## config.mk

```make
export PLATFORM = sky130hd
export DESIGN_NAME = arr_port_arbiter
export DESIGN_NICKNAME = d
export VERILOG_FILES = /design/src/rtl/arr_port_arbiter.sv
export SDC_FILE = /design/constraint.sdc
export NUM_CORES = 1
export LEC_CHECK = 0
export ABC_AREA = 0
export BUFFER_PORTS_ARGS = -buffer_cell sky130_fd_sc_hd__buf_4
export CORE_AREA = 8 8 162 164
export DETAILED_ROUTE_END_ITERATION = 6
export DIE_AREA = 0 0 170 172
export GPL_TIMING_DRIVEN = 1
export PLACE_DENSITY = 0.57
export SYNTH_ARGS = -nofsm -noshare
export SYNTH_HDL_FRONTEND = slang
export SYNTH_SLANG_ARGS = --single-unit
```

## constraint.sdc

```tcl
create_clock -name clk -period 1.6 [get_ports clk]
set_clock_uncertainty 0.1 [all_clocks]
set_input_delay 0.16 -clock clk [delete_from_list [all_inputs] [get_ports clk]]
set_output_delay 0.16 -clock clk [all_outputs]
set_load 0.005 [all_outputs]
```

## src/rtl/arr_port_arbiter.sv

```systemverilog
// arr_port_arbiter: shares one single-port, 1-cycle-read array memory between the
// host control port (requester 0) and the kernel FSM (requester 1). Round-robin
// between the two, with an exclusive host lock, out-of-range blocking and read-data
// routing back to whichever requester issued the read.
module arr_port_arbiter #(
  parameter int ADDR_W = 10,
  parameter int DATA_W = 64,
  parameter int DEPTH  = 1000
) (
  input  logic              clk,
  input  logic              rst,
  input  logic              host_lock,
  // host port
  input  logic              h_req,
  input  logic              h_we,
  input  logic [ADDR_W-1:0] h_addr,
  input  logic [DATA_W-1:0] h_wdata,
  output logic              h_gnt,
  output logic              h_rvalid,
  output logic [DATA_W-1:0] h_rdata,
  output logic              h_err,
  // kernel port
  input  logic              k_req,
  input  logic              k_we,
  input  logic [ADDR_W-1:0] k_addr,
  input  logic [DATA_W-1:0] k_wdata,
  output logic              k_gnt,
  output logic              k_rvalid,
  output logic [DATA_W-1:0] k_rdata,
  output logic              k_err,
  // memory side
  output logic              mem_we,
  output logic [ADDR_W-1:0] mem_addr,
  output logic [DATA_W-1:0] mem_wdata,
  input  logic [DATA_W-1:0] mem_rdata
);

  // One extra bit so DEPTH == 2**ADDR_W is still representable.
  localparam logic [ADDR_W:0] DEPTH_W = DEPTH[ADDR_W:0];

  typedef enum logic {ARB, LOCKED} state_t;

  state_t              state_reg;
  logic                last_k_reg;     // 1 = kernel was granted last (host wins next tie)
  logic [ADDR_W-1:0]   mem_addr_reg;   // address held on the memory bus when idle
  logic                tag_valid_reg;  // a read was granted last cycle
  logic                tag_owner_reg;  // 0 = host, 1 = kernel
  logic                tag_oob_reg;    // that read was out of range
  logic [DATA_W-1:0]   h_rdata_reg;
  logic [DATA_W-1:0]   k_rdata_reg;

  logic                lock_eff;
  logic                any_gnt;
  logic                sel_we;
  logic [ADDR_W-1:0]   sel_addr;
  logic [DATA_W-1:0]   sel_wdata;
  logic                sel_oob;
  logic [DATA_W-1:0]   rd_data;

  // The kernel stays stalled for the cycle in which host_lock drops, because the
  // FSM only returns to ARB on the following edge.
  assign lock_eff = host_lock || (state_reg == LOCKED);

  // Same-cycle grant decision; nothing is granted while reset is asserted.
  always_comb begin
    h_gnt = 1'b0;
    k_gnt = 1'b0;
    if (!rst) begin
      if (lock_eff) begin
        h_gnt = h_req;
      end else if (h_req && k_req) begin
        h_gnt = last_k_reg;
        k_gnt = !last_k_reg;
      end else begin
        h_gnt = h_req;
        k_gnt = k_req;
      end
    end
  end

  assign any_gnt   = h_gnt || k_gnt;
  assign sel_we    = k_gnt ? k_we    : h_we;
  assign sel_addr  = k_gnt ? k_addr  : h_addr;
  assign sel_wdata = k_gnt ? k_wdata : h_wdata;
  assign sel_oob   = any_gnt && ({1'b0, sel_addr} >= DEPTH_W);

  // Out-of-range addresses never reach the memory bus; the bus keeps its last address.
  assign mem_we    = any_gnt && sel_we && !sel_oob;
  assign mem_addr  = (any_gnt && !sel_oob) ? sel_addr : mem_addr_reg;
  assign mem_wdata = sel_wdata;

  assign h_err = h_gnt && sel_oob;
  assign k_err = k_gnt && sel_oob;

  // Read return is steered by the tag captured at grant time.
  assign rd_data  = tag_oob_reg ? '0 : mem_rdata;
  assign h_rvalid = !rst && tag_valid_reg && !tag_owner_reg;
  assign k_rvalid = !rst && tag_valid_reg &&  tag_owner_reg;
  assign h_rdata  = h_rvalid ? rd_data : h_rdata_reg;
  assign k_rdata  = k_rvalid ? rd_data : k_rdata_reg;

  // Lock FSM: ARB while host_lock is low, LOCKED while it is high.
  always_ff @(posedge clk) begin
    if (rst) begin
      state_reg <= ARB;
    end else begin
      case (state_reg)
        ARB:     if (host_lock)  state_reg <= LOCKED;
        LOCKED:  if (!host_lock) state_reg <= ARB;
        default: state_reg <= ARB;
      endcase
    end
  end

  // Round-robin pointer; only grants made outside the lock move it.
  always_ff @(posedge clk) begin
    if (rst) begin
      last_k_reg <= 1'b1;
    end else if (any_gnt && !lock_eff) begin
      last_k_reg <= k_gnt;
    end
  end

  // In-flight read tag and held memory address.
  always_ff @(posedge clk) begin
    if (rst) begin
      tag_valid_reg <= 1'b0;
      tag_owner_reg <= 1'b0;
      tag_oob_reg   <= 1'b0;
      mem_addr_reg  <= '0;
    end else begin
      tag_valid_reg <= any_gnt && !sel_we;
      tag_owner_reg <= k_gnt;
      tag_oob_reg   <= sel_oob;
      mem_addr_reg  <= mem_addr;
    end
  end

  // Read data holding registers, so rdata stays put while rvalid is low.
  always_ff @(posedge clk) begin
    if (rst) begin
      h_rdata_reg <= '0;
      k_rdata_reg <= '0;
    end else begin
      if (h_rvalid) h_rdata_reg <= rd_data;
      if (k_rvalid) k_rdata_reg <= rd_data;
    end
  end

endmodule

```

; ---- Word-level counts from Yosys, hierarchy flattened
; Index checks and enable logic that the tools add are counted.
; Widths: inputs -> output; s select.
[word_totals]
wordCells = 43
register_bits = 143
out_inout_bits = 209
in_bits = 219
[classes]
order_cmp = 1
muxes = 14
n_reduce_logical = 20
[op_table]
columns = cell, n
row1 = $mux 64, 4
row2 = $mux 10, 2
row3 = $logic_and 1x1->1, 12
row4 = $ge 10x10->1 const B, 1
row5 = $mux 1, 8
row6 = $logic_not 1->1, 6
row7 = $logic_or 1x1->1, 2

; ---- Longest topological paths before layout
; Gate-level depths: netlist (run 1).
[logic_depth]
ltp_word = 10
mapped_depth = 8
ltp_nobuf = 5

; ---- Least setup slack after synthesis (run 1)
; OpenSTA, ideal clock, no wires.
[synth_path]
path_type = reg-to-output
startpoint = reg state_reg
endpoint = out mem_wdata[34]
path_slack_ps = 8
required_time_ps = 1340
path_stages_with_launch = 8
arrival_ps = 1332
path_buffers = 2
path_cell_list = dfxtp_1 nor2_1 nand3_1 inv_2 buf_2 buf_1 nand2_1 nand2_1
[synth_between]
elab_chain_cells = 4
[synth_rtl]
columns = item, line
row1 = start: declaration, 43  ; state_t state_reg;
row2 = start signal: assignment, 105  ; state_reg <= ARB;
row3 = start signal: assignment, 108  ; ARB: if (host_lock) state_reg <= LOCKED;
row4 = start signal: assignment, 109  ; LOCKED: if (!host_lock) state_reg <= ARB;
row5 = $logic_or 1x1->1, 62  ; assign lock_eff = host_lock || (state_reg == LOCKED);
row6 = $mux 1, 69  ; if (lock_eff) begin
row7 = $mux 1, 68  ; if (!rst) begin
row8 = $mux 64, 84  ; assign sel_wdata = k_gnt ? k_wdata : h_wdata;
row9 = end: declaration, 34  ; output logic [DATA_W-1:0] mem_wdata,
; No other way between the ends.

; ---- Worst setup path after layout (run 1)
[layout_path]
startpoint = reg state_reg
endpoint = out mem_wdata[14]
; The elaborated chain is that of the path after synthesis.

==> summary.md, run 1 <==
| Metric | Value |
|---|---|
| Initial DRC count | `454` |
| Leakage | `7.56 nW` |
| Die ar. | `29,200 um2` |
| CP max stage cell | `dfxtp_2` |
| Combinational power share | `24.7%` |
| Antenna viol nets, final | `0` |
| Vias | `8,663` |
| DP HPWL | `24,100 um` |
| Post-Synthesis Cell Area | `6710 um2` |
| Finished Cell Area | `~17,000 um2` |
| Placed cells | `1,655` |
| Reg2reg setup slack | `-200 ps` |
| Maximum VDD drop | `637 uV` |
| Post-synthesis instance total | `924` |
| Min Hold Slack | `-19.8 ps` |
| Post-layout nets | `1,667` |
| Core region area | `~24,000 um2` |
| Worst Setup End Kind | `output pin` |
| Crit-path cells | `nor2_4 -> nand3_4 -> inv_8 -> buf_12 -> buf_16 -> buf_12 -> buf_16 -> nand2_1 -> nand2_1 -> buf_6` |
| Die X | `170 um` |
| Core Rows | `57` |
| Commonest non-fill, non-tap cell in the layout | `buf_4` |
| Layout area overhead | `150%` |
| Sw Share | `29.0%` |
| Syn nets | `between 1,000 and 1,500` |
| Hold_sp | `k_req` |
| Critical path required time | `1340 ps` |
| Register area | `~2900 um2` |
| CTS Buf Count | `17` |
| YS warnings | `0` |
| RSZ-0062 raised after global routing | `true` |
| RePlAce Congestion | `0.890` |
| Sequential power share | `between 30% and 40%` |
| H-tree lvl count | `4` |
| Post-Synth Simple-Gate Area | `36.9%` |
| Die extent in y | `172 um` |
| Layout cells sized above 1 | `72.3%` |
| Max Slew Vio Count | `0` |
| Post-DR wirelength/cell | `roughly 23 um` |
| Hold Fails Final Rpt | `1` |
| Compound-Gate Fraction of Synth Area | `13.7%` |
| Synth cell types | `30` |
| Failing checks | `hold timing, setup timing` |
| P_sw | `2.96 mW` |
| Reg-to-Reg Start | `tag_valid_reg` |
| Overall routing resource usage | `23.6%` |
| Internal power | `7.23 mW` |
| Final period utilization | `136%` |
| WP data arrival | `between 1500 and 2000 ps` |
| Max-cap violations | `0` |
| Fmax | `458 MHz` |
| Power, Total | `between 10 and 15 mW` |
| Seq cells post-synth | `143` |
| FF-to-FF path depth | `7` |
| Hold Path End | `last_k_reg` |
| Hold depth | `3` |
| Total wire length | `40,600 um` |
| CP max stage delay | `330 ps` |
| First-pass GRT wire length | `52,000 um` |
| Critical Path Fanout Max | `6` |
| Largest net degree at the start of global routing | `between 70 and 80` |
| Worst min path class | `in2reg` |
| CTS tree | `done` |
| Mean cell area of the mapped netlist | `7.26 um2` |
| Vias per inst | `4.85` |
| Worst setup margin | `-581 ps` |
| Clk Latency, worst-skew pair | `420 ps` |
| Crit Path Class | `reg2out` |
| Drt pass-1 iters | `4` |
| Drt drc | `0` |
| Main combinational cell family by area after synthesis | `simple AND/OR/NAND/NOR gates` |
| Placed Area | `10,500 um2` |
| Clk slew on worst S/H paths | `approximately 70 ps` |
| PwrDens | `~610 nW/um2` |
| Final setup fails | `approximately 270` |
| TNS Setup | `-95,790 ps` |
| Boundary pin count | `428` |
| Initial Utilization | `28.2%` |
| Synth Area in XOR/XNOR | `0%` |
| Final core occ | `70.6%` |
| Non-Filler Instances | `1,786` |
| Multi-input gate area | `6670 um2` |
| Fraction of synthesized area in multiplexers | `under 10%` |
| Sink Count | `143` |
| Power share of the clock group | `39.2%` |
| Sequential share of the synthesized area | `42.6%` |
| Crit start category | `register` |
| RR Endpoint | `h_rdata_reg[3]` |
| Initial antenna violation count | `1` |
| Rel. slew slack | `34.6%` |
| Clock Tree Buf Depth | `2` |
| Root Buffer | `clkbuf_16` |
| Adder-cell share of the synthesized area | `0%` |
| Commonest cells after routing, fill and taps aside | `buf_4 (300), buf_6 (195), nand2_4 (158)` |
| Number of global-route vias before repair | `8,668` |
| Status | `complete, but fails checks` |
| Port Buf Inserts | `427` |
| Worst Tran Pin Value | `981 ps` |
| Fillers | `approximately 1,700` |
| Overflow after GRT | `0` |
| Tmin final | `between 2000 and 2500 ps` |
==> layer usage <==
metal	share of wire [%]	track usage [%]	vias to the layer above
li1	-	-	4027
met1	34	23.9	4182
met2	54	44.2	361
met3	7.4	6.89	93
met4	5.0	10.8	0
met5	0	0	-
==> repair_timing <==
| action | in CTS | in global routing |
|---|---|---|
| endpoints found under the setup margin | 220 | 274 |
| hold endpoints to repair | 4 | 0 |
| setup buffers | 38 | 21 |
| hold buffers | 6 | 0 |
| pin swaps | 125 | 130 |
| gates resized for setup | 562 | 548 |
| cloned | 28 | 14 |
==> metrics by stage <==
step / hold WS, ps / setup WS, ps
global placement: 274 / -235
floorplan: 154 / 8.35
finish: -19.8 / -581
CTS: 45.2 / -572
detailed placement: 264 / -203
global route: 2.66 / -657
==> kinds of logic after synthesis <==
family / after synthesis
AND/OR/NAND/NOR: 525
AO/OA/AOI/OAI: 167
flip-flops: 143
buffers and inverters: 79
multiplexers: 10
==> synth_stat cells <==
master     count  area [um2]
mux2i_1       10         100
o22ai_1        1        6.26
a221oi_1      10        87.6
nand2b_1      64         400
a21boi_0       1        7.51
buf_6          3        33.8
nor3b_1        1        7.51
buf_1          2        7.51
o21ai_1       44         220
o21ai_0       84         420
buf_4          1        7.51
nand2_1      322        1210
inv_2          1        3.75
nand3_1        1        5.00
or3b_4         1        11.3
a21oi_1       12        60.1
nor2b_1      129         807
dfxtp_1      143        2860
or2_2          1        6.26
inv_1          6        22.5
a311oi_1       1        8.76
o2111ai_1      2        17.5
a22o_1         1        8.76
o21bai_1       1        7.51
clkbuf_1      44         165
nor2_1         2        7.51
and3_1         3        18.8
nand3b_1       1        7.51
a211oi_1      10        75.1
buf_2         22         110
==> worst max-delay path, delay by kind of cell, from the launching register on <==
kind / cells / cell delay, ps
buf+inv: 6 / 710
simple gates: 4 / 480
flops: 1 / 330
==> how the worst max path moves through the flow <==
stage               cells past startpoint       start       endpoint  slack, ps
finish                                 10   state_reg  mem_wdata[14]       -580
global route                           10   state_reg  mem_wdata[14]       -660
CTS                                     8  last_k_reg    mem_addr[2]       -570
detailed placement                      7   h_addr[6]    mem_addr[3]       -200
global placement                        7   h_addr[6]    mem_addr[3]       -240
floorplan                               7   state_reg  mem_wdata[34]          8
==> power by group through the flow <==
stage               combinational [mW]  sequential, mW  clock (mW)
finish                            2.51            3.68        3.99
global route                      2.64            3.69        4.22
CTS                               2.07            3.66        4.05
detailed placement                1.55            3.73           0
global placement                  1.55            3.73           0
floorplan                        0.502            3.72           0
==> area by class of cell <==
class | instances | share of cell area [%]
Antenna cell | 1 | 0.0149
Clock buffer | 18 | 2.61
Clock inverter | 14 | 0.915
Inverter | 7 | 0.260
Multi-Input combinational cell | 703 | 39.6
Sequential cell | 143 | 17.1
Tap cell | 324 | 2.41
Timing Repair Buffer | 576 | 37.1
Note: power is estimated with default switching activity, not from simulation.
==> inputs of run 2 (changes only) <==
Settings changed: CELL_PAD_IN_SITES_DETAIL_PLACEMENT set to 1, CELL_PAD_IN_SITES_GLOBAL_PLACEMENT set to 1, CORE_AREA 8 8 162 164 to 8 8 170 172, DIE_AREA 0 0 170 172 to 0 0 178 180, PLACE_DENSITY 0.57 to 0.74.
==> run 2 against run 1 <==
The flow finishes with violations (setup timing). Count of clock-buffer cells in the layout up 3. Hold slack improved by 85 ps. Non-clock buffer count down 28. Wire length down 2.5%. Core utilization shrank 17 points. Critical path type unchanged.
==> summary.md, run 2 (same netlist as run 1, synthesis figures left out) <==
| Metric | Value |
|---|---|
| Crit path depth | `8 (-2)` |
| Reg2reg setup slack | `-540 ps (-340 ps)` |
| Setup crit start | `state_reg` |
| Worst min path class | `in2reg` |
| First-pass GRT wire length | `53,300 um (+2.5%)` |
| RR Endpoint | `mem_addr_reg[7]` |
| Critical Path Fanout Max | `8 (+2)` |
| Fmax | `453 MHz (-1.2%)` |
| CP Buf/Inv Count | `4 (-2)` |
| CP Capture Point | `mem_addr[8]` |
| Die ar. | `32,000 um2 (+9.6%)` |
| Min Hold Slack | `65.1 ps (+84.9 ps)` |
| Hold_sp | `mem_rdata[60]` |
| Worst setup margin | `-607 ps (-26.3 ps)` |
| Commonest non-fill, non-tap cell in the layout | `buf_4` |
| Pre-CTS setup slack | `-339 ps (-136 ps)` |
| Root Buffer | `clkbuf_16` |
| Initial DRC count | `344 (-24%)` |
| Status | `complete, but fails checks` |
| Final period utilization | `138% (+1.6 points)` |
| Power, Total | `10.2 mW (+0.56%)` |
| Reg-to-Reg Start | `state_reg` |
| FF-to-FF path depth | `11 (+4)` |
| H-tree lvl count | `4 (unchanged)` |
| Crit Path Class | `reg2out` |
| Core Rows | `60 (+5.3%)` |
| Drt pass-1 iters | `4 (unchanged)` |
| Clk Latency, worst-skew pair | `420 ps (about the same)` |
| Total wire length | `39,600 um (-2.5%)` |
| DP HPWL | `24,400 um (+1.3%)` |
| Layout area overhead | `109%` |
| Post-layout nets | `1,638 (-1.7%)` |
| Overflow after GRT | `0 (unchanged)` |
| CTS tree | `done` |
| Layout cells sized above 1 | `56.3% (-16 points)` |
| CP max stage delay | `340 ps (about the same)` |
| RePlAce Congestion | `0.869 (-2.4%)` |
| Antenna viol nets, final | `0 (unchanged)` |
| Worst Setup End Kind | `output pin` |
| Overall routing resource usage | `21.5% (-2.1 points)` |
| Initial antenna violation count | `1 (unchanged)` |
| Leakage | `6.59 nW (-13%)` |
| Max-cap violations | `0 (unchanged)` |
| RSZ-0062 raised after global routing | `true` |
| Post-DR wirelength/cell | `22.3 um (-1.9%)` |
| Largest net degree at the start of global routing | `88 (+22%)` |
| Final core occ | `53.3% (-17 points)` |
| Maximum VDD drop | `701 uV (+10%)` |
| Drt drc | `0 (unchanged)` |
| Hold Fails Final Rpt | `0 (-1)` |
| Boundary pin count | `428 (unchanged)` |
| Port Buf Inserts | `427 (unchanged)` |
| Tmin final | `2210 ps (+26.3 ps)` |
| Vias per inst | `4.73 (-2.5%)` |
| Failing checks | `setup timing` |
| Clock Tree Buf Depth | `2 (unchanged)` |
| Die extent in y | `180 um (+4.7%)` |
| Initial Utilization | `25.5% (-2.7 points)` |
| Critical path required time | `1340 ps (about the same)` |
| Crit path max-delay family | `buffers and inverters` |
| CP max stage cell | `dfxtp_2` |
| Number of global-route vias before repair | `8,918 (+2.9%)` |
| Crit start category | `register` |
| Rel. slew slack | `30.7% (-3.9 points)` |
| Clk slew on worst S/H paths | `70 ps (about the same)` |
| Crit-path cells | `nor2_4 -> buf_6 -> a311oi_4 -> buf_12 -> a22o_4 -> buf_8 -> a21oi_2 -> buf_4` |
| Commonest cells after routing, fill and taps aside | `buf_4 (429), nand2_1 (226), dfxtp_1 (138)` |
| Die X | `178 um (+4.7%)` |
| Vias | `8,386 (-3.2%)` |
| Worst Tran Pin Value | `1040 ps (+59.2 ps)` |
| Max Slew Vio Count | `0 (unchanged)` |
| PwrDens | `729 nW/um2 (+20%)` |
| Core region area | `26,400 um2 (+11%)` |
| WP data arrival | `1950 ps (+30 ps)` |
| Sink Count | `143 (unchanged)` |
| CTS Buf Count | `17 (unchanged)` |
| Final setup fails | `280 (+4.1%)` |
==> run 2: final cells by class <==
| cell class | count | area [um2] |
|---|---|---|
| diodes | 1 | 2.50 |
| clock buffers | 21 | 470 |
| clock inverters | 11 | 176 |
| fillers | 2992 | 12300 |
| inverters | 7 | 31.3 |
| multi-input cells | 702 | 4960 |
| flip-flops and latches | 143 | 2870 |
| well taps | 341 | 427 |
| repair buffers | 548 | 5100 |
==> run 2: what timing repair did <==
item	CTS	global route
cloned	13	13
pin swaps	42	45
buffers inserted	29	17
setup endpoints to repair	229	288
hold buffers	5	0
resized for setup	278	237
hold endpoints to repair	3	0
==> run 2: worst min-delay path by stage <==
stage | to | cells past startpoint
after floorplan | tag_valid_reg | 1
after global placement | tag_valid_reg | 2
after detailed placement | tag_valid_reg | 2
after CTS | h_rdata_reg[60] | 4
after global routing | mem_addr_reg[6] | 3
final | h_rdata_reg[60] | 4
==> run 2: tightest hold or removal path, cell delays in order <==
cell      delay, ps
buf_4            80
nand2b_1         70
o21ai_2         130
nor2b_1         110
==> run 2: power breakdown <==
part | total [mW] | internal [mW] | switching (mW)
Combinational | 2.14 | 1.17 | 0.965
Clock | 4.43 | 2.76 | 1.68
Sequential | 3.67 | 3.63 | 0.0424
Total | 10.2 | 7.56 | 2.69
==> run 2: routing by layer <==
| layer | global-route usage [%] | wire, um |
|---|---|---|
| met1 | 21.4 | 13900 |
| met2 | 41.0 | 21400 |
| met3 | 6.41 | 2950 |
| met4 | 7.47 | 1290 |
| met5 | 0 | 0 |
==> run 2: through the flow <==
step	setup TNS, ps	std cells	instance area, um2
floorplan	0	924	6710
global placement	-27640	1668	10500
detailed placement	-38710	1668	10500
CTS	-97930	1746	12700
global route	-112810	1774	14000
finish	-95240	1774	14000
==> inputs of run 3 (changes only) <==
Settings changed: ABC_AREA 0 to 1, BUFFER_PORTS_ARGS -buffer_cell sky130_fd_sc_hd__buf_4 to not set, CORE_AREA 8 8 170 172 to 8 8 160 162, DIE_AREA 0 0 178 180 to 0 0 168 170, DONT_BUFFER_PORTS set to 1, PLACE_DENSITY 0.74 to 0.65.
==> run 3 against run 2 <==
The flow finishes with violations (hold timing, setup timing). Via count is 14% higher. Count of clock-buffer cells in the layout down 4. Non-clock buffer count shrank 253. Sequential share of layout area decreased by 0.54 points. Wire length grew 34%. Clock power down 5.4%. Setup slack lost 100 ps. First-iteration DRC count increased by 120%. Final cell count is 6.2% lower. Critical path type unchanged. Largest cell class is now multi-input combinational cells.
==> summary.md, run 3 <==
| Metric | Value |
|---|---|
| Status | `complete, but fails checks` |
| Failing checks | `hold timing, setup timing` |
| Internal power | `6.97 mW (-7.8%)` |
| Boundary pin count | `428 (unchanged)` |
| Crit path max-delay family | `simple AND/OR/NAND/NOR gates` |
| Synth cell types | `23 (-23%)` |
| Number of synthesized flops with an enable pin | `0 (unchanged)` |
| Overall routing resource usage | `29.0% (+7.5 points)` |
| Count leader, synth | `nand2_1` |
| Power share of the clock group | `41.1% (-2.2 points)` |
| Critical path required time | `1340 ps (about the same)` |
| Commonest non-fill, non-tap cell in the layout | `nand2_1` |
| First-pass GRT wire length | `62,200 um (+17%)` |
| Maximum VDD drop | `695 uV (-0.84%)` |
| Drt pass-1 iters | `4 (unchanged)` |
| Clk slew on worst S/H paths | `70 ps (about the same)` |
| Setup crit start | `last_k_reg` |
| Layout cells sized above 1 | `68.2% (+12 points)` |
| Ys flop type | `dfxtp_1` |
| Die ar. | `28,600 um2 (-11%)` |
| Root Buffer | `clkbuf_16` |
| Crit Path Class | `reg2out` |
| Max Slew Vio Count | `0 (unchanged)` |
| Final setup fails | `302 (+7.9%)` |
| CP max stage cell | `dfxtp_2` |
| Total wire length | `53,200 um (+34%)` |
| Cell repeated most along the worst path | `nand2_2` |
| Pre-CTS setup slack | `-174 ps (+165 ps)` |
| Commonest cells in the netlist | `nand2_1 (299), inv_1 (155), dfxtp_1 (143), a21oi_1 (129), or2_2 (129)` |
| Worst min path class | `in2reg` |
| Worst setup margin | `-708 ps (-101 ps)` |
| YS warnings | `0 (unchanged)` |
| Combinational power share | `22.5% (+1.6 points)` |
| Drt drc | `0 (unchanged)` |
| Initial Utilization | `33.4% (+7.9 points)` |
| Tmin final | `2310 ps (+101 ps)` |
| PwrDens | `707 nW/um2 (-3.1%)` |
| CTS Buf Count | `17 (unchanged)` |
| Final core occ | `62.5% (+9.2 points)` |
| Mean cell area of the mapped netlist | `6.83 um2 (-5.9%)` |
| Sw Share | `31.6% (+5.4 points)` |
| Post-Synthesis Cell Area | `7690 um2 (+15%)` |
| Max-cap violations | `0 (unchanged)` |
| Sequential power share | `36.3% (+0.4 points)` |
| Fmax | `433 MHz (-4.4%)` |
| Final period utilization | `144% (+6.3 points)` |
| Syn nets | `1,345 (+18%)` |
| Crit start category | `register` |
| WP data arrival | `2050 ps (+100 ps)` |
| Commonest cells after routing, fill and taps aside | `nand2_1 (198), dfxtp_1 (139), buf_4 (138)` |
| Rel. slew slack | `67.7% (+37 points)` |
| Reg2reg setup slack | `-660 ps (-120 ps)` |
| Initial antenna violation count | `1 (unchanged)` |
| Worst Tran Pin Value | `481 ps (-559 ps)` |
| Largest net degree at the start of global routing | `143 (+63%)` |
| Sink Count | `143 (unchanged)` |
| CTS tree | `done` |
| Post-synth top area share | `37.2% (-5.4 points)` |
| RePlAce Congestion | `0.901 (+3.6%)` |
| Synth async-reset ratio | `0% (unchanged)` |
| Synth area leader | `dfxtp_1` |
| Layout area overhead | `87.4%` |
| Leakage | `6.12 nW (-7.2%)` |
| Reg-to-Reg Start | `last_k_reg` |
| Die X | `168 um (-5.6%)` |
| P_sw | `3.22 mW (+20%)` |
| Hold Fails Final Rpt | `138 (+138)` |
| Initial DRC count | `744 (+120%)` |
| Sequential share of the synthesized area | `37.2% (-5.4 points)` |
| Clock Tree Buf Depth | `2 (unchanged)` |
| H-tree lvl count | `4 (unchanged)` |
| Seq cells post-synth | `143 (unchanged)` |
| Port Buf Inserts | `0 (-100%)` |
| Die extent in y | `170 um (-5.6%)` |
| Hold_sp | `rst` |
| Finished Cell Area | `14,400 um2 (+2.7%)` |
| Antenna viol nets, final | `0 (unchanged)` |
| Synth area leaders | `dfxtp_1 (37%), nand2_1 (15%), a211oi_1 (12%)` |
| Worst Setup End Kind | `output pin` |
| Core Rows | `56 (-6.7%)` |
| DP HPWL | `26,200 um (+7.2%)` |
| Clk Latency, worst-skew pair | `430 ps (about the same)` |
| CP max stage delay | `350 ps (about the same)` |
| RSZ-0062 raised after global routing | `true` |
| Crit-path cells | `nand2_2 -> buf_4 -> nand4_1 -> nand2_1 -> a21oi_2 -> nand2_4 -> buf_6 -> nand3_2 -> nand2_2 -> inv_2` |
| Min Hold Slack | `-281 ps (-346 ps)` |
| Overflow after GRT | `0 (unchanged)` |
| CP Buf/Inv Count | `3 (-1)` |
| Core region area | `23,100 um2 (-13%)` |
| Vias per inst | `5.74 (+21%)` |
| Post-layout nets | `1,580 (-3.5%)` |
| Critical Path Fanout Max | `6 (-2)` |
| Number of global-route vias before repair | `9,536 (+6.9%)` |
| Placed Area | `8840 um2 (-16%)` |
| Hold-fix buffers at CTS | `4 (-1)` |
| Vias | `9,551 (+14%)` |
| Post-DR wirelength/cell | `31.9 um (+43%)` |
| Post-synthesis instance total | `1,126 (+22%)` |
-- run 3: repair_timing --
action	in CTS	in global routing
gates resized for setup	381	571
hold endpoints to repair	141	138
endpoints found under the setup margin	224	320
setup buffers	76	94
pin swaps	37	96
gates cloned	31	10
-- run 3: per-layer routing --
metal / global-route usage, % / part of all wire (%)
met5: 0 / 0.023
met4: 13.0 / 5.6
met3: 9.85 / 7.7
met2: 50.7 / 51
met1: 31.6 / 36
-- run 3: worst paths after layout --
kind / end / cells past startpoint
max reg2reg: mem_addr_reg[6] / 14
max: mem_addr[1] / 10
min reg2reg: last_k_reg / 2
min: k_rdata_reg[46] / 1
-- run 3: power by group through the flow --
stage,Combinational (mW),Clock [mW],Sequential (mW)
after floorplan,0.770,0,3.76
after global placement,1.15,0,3.76
after detailed placement,1.18,0,3.77
after CTS,1.73,4.11,3.69
after global routing,2.39,4.37,3.71
final,2.30,4.19,3.70
-- run 3: cell families (layout without fill, tap and decap cells) --
kind of cell           Yosys count  in the layout  synth area share [%]
AND/OR/NAND/NOR                469            470                  28.0
other                            0              1                     0
multiplexers                     3              3                 0.390
AO/OA/AOI/OAI                  259            259                  21.0
flip-flops                     143            143                  37.2
buffers and inverters          252            498                  13.4
-- run 3: area by class of cell --
type,count,area [um2]
timing repair buffer,295,3630
sequential,143,2870
antenna,1,2.50
tap,290,363
multi-input combinational,732,6080
fill,2438,8630
timing repair inverter,2,23.8
clock buffer,17,425
inverter,170,860
clock inverter,14,159
-- run 3: through the flow --
stage / std cells / setup TNS, ps / power [mW]
floorplan: 1126 / 0 / 4.53
global placement: 1471 / -2970 / 4.91
detailed placement: 1471 / -4650 / 4.94
CTS: 1609 / -97440 / 9.53
global route: 1663 / -120820 / 10.5
finish: 1664 / -108140 / 10.2
